File: src/rtl/dma_burst_sched_if.sv
// Burst request channel between the burst scheduler and the DMA-to-AXI address/response side.
interface dma_burst_sched_if #(
  parameter int unsigned ADDR_W     = 32,
  parameter int unsigned DATA_BYTES = 64
);
  logic                  req_valid_o;
  logic [ADDR_W-1:0]     req_addr_o;
  logic [7:0]            req_alen_o;
  logic [2:0]            req_size_o;
  logic [DATA_BYTES-1:0] req_strb_o;
  logic                  req_ready_i;
  logic                  req_finish_i;

  modport master (
    output req_valid_o, req_addr_o, req_alen_o, req_size_o, req_strb_o,
    input  req_ready_i, req_finish_i
  );

  modport slave (
    input  req_valid_o, req_addr_o, req_alen_o, req_size_o, req_strb_o,
    output req_ready_i, req_finish_i
  );
endinterface

File: src/rtl/dma_burst_sched.sv
// Splits one linear DMA segment into AXI INCR bursts, honouring max burst length,
// 4KB page boundaries and a cap on accepted-but-unfinished bursts.
module dma_burst_sched #(
  parameter int unsigned ADDR_W     = 32,
  parameter int unsigned LEN_W      = 32,
  parameter int unsigned DATA_BYTES = 64,
  parameter int unsigned MAX_BEATS  = 256,
  parameter int unsigned MAX_OUTST  = 4
) (
  input  logic              clk,
  input  logic              rst,
  input  logic              start_i,
  input  logic [ADDR_W-1:0] addr_i,
  input  logic [LEN_W-1:0]  bytes_i,
  input  logic              abort_i,
  output logic              busy_o,
  output logic              done_o,
  output logic              err_o,
  output logic [3:0]        outst_o,
  dma_burst_sched_if.master req
);

  localparam int unsigned SIZE_LOG = $clog2(DATA_BYTES);
  localparam int unsigned BEAT_W   = 13;

  typedef enum logic [2:0] {
    S_IDLE,
    S_CHECK,
    S_ISSUE,
    S_DRAIN,
    S_DONE
  } state_e;

  state_e state_q, state_d;

  logic [ADDR_W-1:0] cur_addr_q, cur_addr_d;
  logic [LEN_W-1:0]  rem_q, rem_d;
  logic              mis_q, mis_d;
  logic              err_q, err_d;
  logic              abort_q, abort_d;
  logic              valid_q, valid_d;
  logic              busy_q, busy_d;
  logic              done_q, done_d;
  logic [3:0]        outst_q, outst_d;
  logic [7:0]        alen_q, alen_d;
  logic [BEAT_W-1:0] beats, beats_nx;
  logic              hs, fin_ok;

  // Beats of the next burst: smallest of remaining beats, MAX_BEATS and room left in the 4KB page.
  function automatic logic [BEAT_W-1:0] calc_beats(input logic [ADDR_W-1:0] a,
                                                   input logic [LEN_W-1:0]  r);
    logic [BEAT_W-1:0] b;
    logic [BEAT_W-1:0] pg;
    pg = (BEAT_W'(4096) - {1'b0, a[11:0]}) >> SIZE_LOG;
    b  = BEAT_W'(MAX_BEATS);
    if (pg < b) b = pg;
    if (r < LEN_W'(b)) b = BEAT_W'(r);
    return b;
  endfunction

  assign hs     = valid_q & req.req_ready_i;
  assign fin_ok = req.req_finish_i & (outst_q != 4'd0);
  assign beats  = calc_beats(cur_addr_q, rem_q);

  // State register
  always_ff @(posedge clk) begin
    if (rst) state_q <= S_IDLE;
    else     state_q <= state_d;
  end

  // Next-state logic
  always_comb begin
    state_d = state_q;
    unique case (state_q)
      S_IDLE:  if (start_i) state_d = S_CHECK;
      S_CHECK: state_d = (mis_q || rem_q == '0) ? S_DONE : S_ISSUE;
      S_ISSUE: begin
        if (hs) begin
          if (rem_q == LEN_W'(beats) || abort_q || abort_i) state_d = S_DRAIN;
        end else if (!valid_q && (abort_i || abort_q)) begin
          state_d = S_DRAIN;
        end
      end
      S_DRAIN: if (outst_q == 4'd0) state_d = S_DONE;
      S_DONE:  state_d = S_IDLE;
      default: state_d = S_IDLE;
    endcase
  end

  // Datapath and registered-output next values
  always_comb begin
    cur_addr_d = cur_addr_q;
    rem_d      = rem_q;
    mis_d      = mis_q;
    err_d      = err_q;
    abort_d    = abort_q;
    outst_d    = outst_q + 4'(hs) - 4'(fin_ok);
    valid_d    = 1'b0;

    if (state_q == S_IDLE && start_i) begin
      cur_addr_d = addr_i;
      rem_d      = LEN_W'(bytes_i >> SIZE_LOG);
      mis_d      = (addr_i[SIZE_LOG-1:0] != '0) || (bytes_i[SIZE_LOG-1:0] != '0);
      err_d      = 1'b0;
    end
    if (state_q == S_CHECK && mis_q) err_d = 1'b1;
    if (hs) begin
      cur_addr_d = cur_addr_q + (ADDR_W'(beats) << SIZE_LOG);
      rem_d      = rem_q - LEN_W'(beats);
    end
    // An abort that arrives with a request pending is remembered until that handshake.
    if (state_q == S_ISSUE && abort_i && valid_q && !hs) abort_d = 1'b1;
    if (state_d != S_ISSUE) abort_d = 1'b0;

    beats_nx = calc_beats(cur_addr_d, rem_d);
    alen_d   = (beats_nx == '0) ? 8'd0 : 8'(beats_nx - BEAT_W'(1));

    // Held until accepted; a fresh request needs one idle cycle after a handshake.
    if (state_d == S_ISSUE) begin
      if (valid_q && !hs)                                valid_d = 1'b1;
      else if (!valid_q && outst_d < 4'(MAX_OUTST))      valid_d = 1'b1;
    end

    busy_d = (state_d != S_IDLE);
    done_d = (state_d == S_DONE);
  end

  always_ff @(posedge clk) begin
    if (rst) begin
      cur_addr_q <= '0;
      rem_q      <= '0;
      mis_q      <= 1'b0;
      err_q      <= 1'b0;
      abort_q    <= 1'b0;
      valid_q    <= 1'b0;
      busy_q     <= 1'b0;
      done_q     <= 1'b0;
      outst_q    <= 4'd0;
      alen_q     <= 8'd0;
    end else begin
      cur_addr_q <= cur_addr_d;
      rem_q      <= rem_d;
      mis_q      <= mis_d;
      err_q      <= err_d;
      abort_q    <= abort_d;
      valid_q    <= valid_d;
      busy_q     <= busy_d;
      done_q     <= done_d;
      outst_q    <= outst_d;
      alen_q     <= alen_d;
    end
  end

  assign busy_o          = busy_q;
  assign done_o          = done_q;
  assign err_o           = err_q;
  assign outst_o         = outst_q;
  assign req.req_valid_o = valid_q;
  assign req.req_addr_o  = cur_addr_q;
  assign req.req_alen_o  = alen_q;
  assign req.req_size_o  = 3'(SIZE_LOG);
  assign req.req_strb_o  = '1;

endmodule
File: src/flat_wrapper.sv
// flat-port wrapper written by rule: the top's interface ports become plain ports
module dma_burst_sched_flat 
#(
  parameter int unsigned ADDR_W     = 32,
  parameter int unsigned LEN_W      = 32,
  parameter int unsigned DATA_BYTES = 64,
  parameter int unsigned MAX_BEATS  = 256,
  parameter int unsigned MAX_OUTST  = 4
)
  (clk, rst, start_i, addr_i, bytes_i, abort_i, busy_o, done_o, err_o, outst_o, req_req_valid_o, req_req_addr_o, req_req_alen_o, req_req_size_o, req_req_strb_o, req_req_ready_i, req_req_finish_i);
  dma_burst_sched_if #(.ADDR_W(ADDR_W), .DATA_BYTES(DATA_BYTES)) req_i ();
  input  logic clk;
  input  logic rst;
  input  logic start_i;
  input  logic [ADDR_W-1:0] addr_i;
  input  logic [LEN_W-1:0] bytes_i;
  input  logic abort_i;
  output logic busy_o;
  output logic done_o;
  output logic err_o;
  output logic [3:0] outst_o;
  output wire logic [$bits(req_i.req_valid_o)-1:0] req_req_valid_o;
  output wire logic [$bits(req_i.req_addr_o)-1:0] req_req_addr_o;
  output wire logic [$bits(req_i.req_alen_o)-1:0] req_req_alen_o;
  output wire logic [$bits(req_i.req_size_o)-1:0] req_req_size_o;
  output wire logic [$bits(req_i.req_strb_o)-1:0] req_req_strb_o;
  input wire logic [$bits(req_i.req_ready_i)-1:0] req_req_ready_i;
  input wire logic [$bits(req_i.req_finish_i)-1:0] req_req_finish_i;
  assign req_req_valid_o = req_i.req_valid_o;
  assign req_req_addr_o = req_i.req_addr_o;
  assign req_req_alen_o = req_i.req_alen_o;
  assign req_req_size_o = req_i.req_size_o;
  assign req_req_strb_o = req_i.req_strb_o;
  assign req_i.req_ready_i = req_req_ready_i;
  assign req_i.req_finish_i = req_req_finish_i;
  dma_burst_sched #(.ADDR_W(ADDR_W), .LEN_W(LEN_W), .DATA_BYTES(DATA_BYTES), .MAX_BEATS(MAX_BEATS), .MAX_OUTST(MAX_OUTST)) u_core (.clk(clk), .rst(rst), .start_i(start_i), .addr_i(addr_i), .bytes_i(bytes_i), .abort_i(abort_i), .busy_o(busy_o), .done_o(done_o), .err_o(err_o), .outst_o(outst_o), .req(req_i));
endmodule
File: config.mk
export PLATFORM = sky130hd
export DESIGN_NAME = dma_burst_sched_flat
export DESIGN_NICKNAME = d
export VERILOG_FILES = /design/src/rtl/dma_burst_sched_if.sv /design/src/rtl/dma_burst_sched.sv /design/src/flat_wrapper.sv
export SDC_FILE = /design/constraint.sdc
export NUM_CORES = 1
export LEC_CHECK = 0
export CORE_MARGIN = 3
export CORE_UTILIZATION = 49
export CTS_CLUSTER_SIZE = 20
export DETAILED_ROUTE_END_ITERATION = 8
export GPL_TIMING_DRIVEN = 0
export PLACE_DENSITY = 0.9
export SLEW_MARGIN = 30
export SYNTH_ARGS = -nofsm -noshare
export SYNTH_HDL_FRONTEND = slang
export SYNTH_SLANG_ARGS = --single-unit
export TNS_END_PERCENT = 10
File: constraint.sdc
create_clock -name clk -period 8.7 [get_ports clk]
set_input_delay 1.74 -clock clk [delete_from_list [all_inputs] [get_ports clk]]
set_output_delay 1.74 -clock clk [all_outputs]
set_load 0.01 [all_outputs]
### Word-level counts from Yosys, hierarchy flattened

Cells that the tools add are included.

| word-level totals | value |
|---|---|
| register bits after elaboration | 85 |
| bits of input ports | 70 |
| output and inout port bits | 115 |
| word-level logic and storage cells | 81 |

| operators by class | value |
|---|---|
| $add $sub $neg | 7 |
| magnitude comparators | 5 |
| equality and inequality tests | 7 |
| mux-type cells | 19 |
| bitwise gates (word level) | 3 |
| reductions and logical operators | 28 |

Operator list:

| operator | count |
|---|---|
| $mux 32 | 4 |
| $add 32x19->32 | 1 |
| $eq 32x13->1 | 1 |
| $logic_not 32->1 | 1 |
| $lt 32x13->1 | 1 |
| $lt 32x9->1 | 1 |
| $sub 32x13->32 | 1 |
| $mux 13 | 2 |
| $sub 13x12->13 const A | 2 |
| $lt 7x9->1 const B | 2 |
| $mux 3 | 6 |
| $mux 9 | 2 |
| $logic_not 13->1 | 1 |
| $pmux 3 s4 | 1 |
| $reduce_bool 6->1 | 2 |
| $eq 3x2->1 const B | 3 |
| $logic_and 1x1->1 | 8 |
| $sub 8x1->8 const B | 1 |
| $reduce_or 2->1 | 3 |
| $logic_or 1x1->1 | 5 |
| $add 4x1->4 | 1 |
| $logic_not 4->1 | 1 |
| $lt 4x3->1 const B | 1 |
| $mux 1 | 4 |
| 11 further kinds | 14 |

### Logic depth before layout (Yosys ltp)

| depth | value |
|---|---|
| word-level depth | 14 |
| gate-level depth with buffers | 40 |
| depth with buffers taken out | 38 |

### Least setup slack after synthesis

Ideal clock, no wire load.

| timing | value |
|---|---|
| path type | flip-flop to flip-flop |
| start point | register u_core.cur_addr_q[2] (netlist: u_core.req.req_addr_o[2]) |
| end point | register u_core.alen_q[6] (netlist: u_core.req.req_alen_o[6]) |
| data arrival time | 7880 ps |
| required time | 8630 ps |
| path slack | 750 ps |
| cell stages (with the launch flop) | 38 |
| buffers on the path | 2 |
| cell sequence | dfxtp_1 -> nor4_1 -> nand2_1 -> nor3_1 -> nand2b_1 -> nor3_1 -> xnor2_1 -> inv_1 -> ha_1 -> a21o_1 -> a2111oi_0 -> clkbuf_1 -> nand2_1 -> o21ai_0 -> ha_1 -> a21o_1 -> a21oi_1 -> xnor2_1 -> [2 not listed] -> nor3_1 -> xnor2_1 -> ha_1 -> a21oi_1 -> o22ai_1 -> a211oi_1 -> nand4_1 -> a31oi_1 -> nand4_1 -> nor4_2 -> nand4_4 -> clkbuf_1 -> mux2i_1 -> ha_1 -> nand2_1 -> mux2_4 -> or3_1 -> a21oi_1 |

| between the ends | value |
|---|---|
| word-level cells in the longest chain between the ends | 14 |
| elaborated cells between the ends (all ways) | 18 |
| those cells by class | 5 x add/sub; 4 x order compare; 7 x mux; 2 x reduce/logical |

RTL lines:

| what | line | text |
|---|---|---|
| start, declared | dma_burst_sched.sv:36 | `logic [ADDR_W-1:0] cur_addr_q, cur_addr_d;` |
| start signal, assigned | dma_burst_sched.sv:141 | `cur_addr_q <= cur_addr_d;` |
| $sub 13x12->13 | dma_burst_sched.sv:54 | `pg = (BEAT_W'(4096) - {1'b0, a[11:0]}) >> SIZE_LOG;` |
| $lt 7x9->1 | dma_burst_sched.sv:56 | `if (pg < b) b = pg;` |
| $mux 9 | dma_burst_sched.sv:56 |  |
| $lt 32x13->1 | dma_burst_sched.sv:57 | `if (r < LEN_W'(b)) b = BEAT_W'(r);` |
| $mux 13 | dma_burst_sched.sv:57 |  |
| $add 32x19->32 | dma_burst_sched.sv:108 | `cur_addr_d = cur_addr_q + (ADDR_W'(beats) << SIZE_LOG);` |
| $mux 32 | dma_burst_sched.sv:107 | `if (hs) begin` |
| $sub 13x12->13 | dma_burst_sched.sv:54 |  |
| $lt 7x9->1 | dma_burst_sched.sv:56 |  |
| $mux 9 | dma_burst_sched.sv:56 |  |
| $lt 32x9->1 | dma_burst_sched.sv:57 |  |
| $mux 13 (*) | dma_burst_sched.sv:57 |  |
| parallel branches: the longest is 2 deep, another holds $sub 8x1->8 | n/a |  |
| end signal, assigned | dma_burst_sched.sv:150 | `alen_q <= alen_d;` |
| end, declared | dma_burst_sched.sv:45 | `logic [7:0] alen_q, alen_d;` |

Every way passes the cells marked *. The select of a mux whose other input is x is not followed.
A chain may end at the register's enable or synchronous reset.

### Final worst setup path

Ends and elaborated chain as after synthesis.

==> impl_metrics.tcl <==
set metrics [dict create \
    status "finished clean" \
    ff_latch_area_sq_um 1700 \
    relSlewSlack 0.508 \
    worstSetupPathType "reg -> reg" \
    setup_viol 0 \
    dp_cells 1198 \
    nFillCells 1066 \
    worstPathArrival_ps 8530 \
    die_w_um 120 \
    grt_pass1_wl_um 31300 \
    clk_latency_ps 360 \
    seqPwrFrac 0.263 \
    root_buffer "clkbuf_16" \
    grt_overflow_total 0 \
    wl_per_cell_um 16.9 \
    worstHoldPathType "reg -> reg" \
    totalPowerFinal_uw 1950 \
    async_flop_share 0 \
    worst_pin_slew_ps 736 \
    cts_max_level 3 \
    first_pass_iters 6 \
    cp-start-kind "register" \
    avgSynthCellArea_sq_um 7.66 \
    numCtsBuffers 9 \
    num_antenna_cells 0 \
    vias 6866 \
    skew_ps 9.96 \
    synth-edff-count 0 \
    p_sw_frac 0.427 \
    grt_max_degree 16 \
    globalplace.congestion 0.963 \
    yosysTopAreaCell "dfxtp_1" \
    finalCritPeriodShare 0.949 \
    cpMaxStageDelayCell "a2111oi_4" \
    die_y_um 120 \
    drtIter0Drc 546 \
    p_comb_frac 0.545 \
    hpwl_um 15300 \
    whs_path_depth 2 \
    cts_tree "yes" \
    synth_flop_cell "dfxtp_1" \
    switchingPower_uw 835 \
    synth_cell_types 74 \
    pwr_density_cell_nw_per_um2 228 \
    synth_top_area_frac 0.265 \
    ys_ff_latch 85 \
    rows 41 \
    io_buffer_count 117 \
    synthToLayoutAreaGrowth_pct 33.4 \
    cp-end-kind "register" \
    irDropWorstVdd_mv 0.111 \
    critPathMaxStageDelay_ps 420 \
    grt_pass1_vias 6285 \
    fin_cells 1221 \
    ys_warn_count 0 \
    nets 1156 \
    routed_wirelength_um 20700 \
    cp_max_fo 10 \
    cts.sinks 85 \
    cap_violations 0 \
    pin_count 185 \
    ant_nets 0 \
    ys_seq_area_frac 0.265 \
    ys_top_cells_by_area "dfxtp_1 (27%), buf_4 (7.8%), ha_1 (7.6%)" \
    multi_input_area_sq_um 4360 \
    worst_setup_hold_path_clk_slew_ps 70 \
    core_sq_um 12700 \
    fin_crit_ps 8260 \
    rr_worst_depth 37 \
    total_leakage_power_uw 0.00364 \
    grt_use_total 0.270 \
    worstPathRequired_ps 8980 \
    syn_area_sq_um 6420 \
    clock_path_buffers 2 \
    dieArea_sq_um 14500 \
    hold_violations 0 \
    drc 0 \
    antenna_found_initial 0 \
    internal_power_uw 1120 \
    initial_core_util 0.504 \
    drive_gt1_frac 0.132 \
    synthCells 838 \
    clkPwrFrac 0.192 \
    clock.fmax_ghz 0.121 \
    viasPerCell 5.62 \
    slew_viol_final 0 \
]
[worst max-delay path: cells and delay by family, from the launching register on]
kind,cells,cell delay (ps)
XOR/XNOR,3,630
flip-flops,1,320
AND/OR/NAND/NOR,12,2420
multiplexers,2,510
AO/OA/AOI/OAI,13,2580
adder cells (fa/ha/maj),4,1140
buffers and inverters,3,580
[per-stage QoR]
stage | hold WS (ps) | cell area (sq um) | TNS [ps] | util | worst slack, ps
3_5_place_dp | 466 | 8070 | -5190 | 0.634 | -1090
6_report | 474 | 8560 | 0 | 0.673 | 444
5_1_grt | 500 | 8560 | -59.9 | 0.673 | -59.9
4_1_cts | 475 | 8460 | 0 | 0.665 | 85.3
3_3_place_gp | 450 | 8070 | -5330 | 0.634 | -1130
2_1_floorplan | 438 | 6680 | 0 | - | 750
[registers in the layout, summed over array words and instances, names as in the netlist]
name,count
u_core.rem_q,32
u_core.outst_o,4
u_core.req.req_valid_o,1
u_core.mis_q,1
u_core.state_q,3
u_core.req.req_alen_o,8
u_core.busy_o,1
u_core.done_o,1
u_core.abort_q,1
u_core.req.req_addr_o,32
u_core.err_o,1
[worst paths after layout]
path | end | slack, ps | startpoint
worst max-delay path | u_core.req.req_alen_o[6] | 440 | u_core.req.req_addr_o[2]
worst min-delay path | u_core.req.req_addr_o[1] | 470 | u_core.req.req_addr_o[1]
worst max register to register | u_core.req.req_alen_o[6] | 440 | u_core.req.req_addr_o[2]
worst min register to register | u_core.req.req_addr_o[1] | 470 | u_core.req.req_addr_o[1]
[cells by family after synthesis]
kind of cell	count (synthesis)	share of synthesized area
flip-flops	85	0.265
adder cells (fa/ha/maj)	42	0.0854
XOR/XNOR	32	0.0437
buffers and inverters	138	0.120
multiplexers	14	0.0230
other	2	0.00117
AND/OR/NAND/NOR	333	0.251
AO/OA/AOI/OAI	192	0.210
[power by group through the flow]
stage	Sequential [uW]	Combinational [uW]	Clock, uW
global placement	515	950	0
finish	514	1060	376
global route	519	1160	390
detailed placement	518	980	0
floorplan	522	670	0
CTS	510	1020	375
[per-layer routing]
| metal | up-vias | part of all wire | global-route usage |
|---|---|---|---|
| met2 | 412 | 0.47 | 0.447 |
| met5 | - | 0 | 0 |
| met4 | 0 | 0.038 | 0.128 |
| met1 | 3106 | 0.39 | 0.327 |
| met3 | 65 | 0.10 | 0.0683 |
| li1 | 3283 | - | - |
[final cells by class]
cell class | count | share of cell area
Multi-Input combinational cell | 686 | 0.509
Inverter | 36 | 0.0158
Buffer | 102 | 0.0751
Clock buffer | 10 | 0.0279
Sequential cell | 85 | 0.199
Timing Repair Buffer | 124 | 0.143
Tap cell | 172 | 0.0251
Clock inverter | 6 | 0.00541
[cell usage after synthesis, types with 15 or more instances]
library cell and count:
nand2_1 100, a211oi_1 15, ha_1 39, buf_4 67, nor2b_1 17, nand3_1 17
clkbuf_1 31, nor2_1 104, dfxtp_1 85, nor4_1 15, nor3_1 15, inv_1 35
a21oi_1 58, xnor2_1 24
[placed cells by master (no fill, tap or decap), types with 6 or more instances in the layout]
master and n:
ha_1 38, a21oi_1 54, nor2_1 103, conb_1 73
mux2i_1 10, or3_1 8, xor2_1 8, inv_1 35
clkbuf_16 9, and3_1 9, nand3_1 16, clkbuf_1 29
nand2b_1 6, nor2b_1 17, o21a_1 10, a311oi_1 13
a31oi_1 8, clkdlybuf4s50_1 117, nand4_1 13, xnor2_1 21
a211oi_1 14, a2111oi_0 8, o21ai_0 12, buf_4 75
nand2_1 100, dfxtp_1 85, a21o_1 12, nor4_1 15
o211ai_1 6, nor3_1 12
[timing repair]
item                                    4_1_cts  5_1_grt
gates resized for setup                      20       11
hold buffers                                  0        0
buffers inserted                              1        6
pin swaps                                     3        4
endpoints found under the setup margin        8        8
Note: power is estimated with default switching activity, not from simulation.
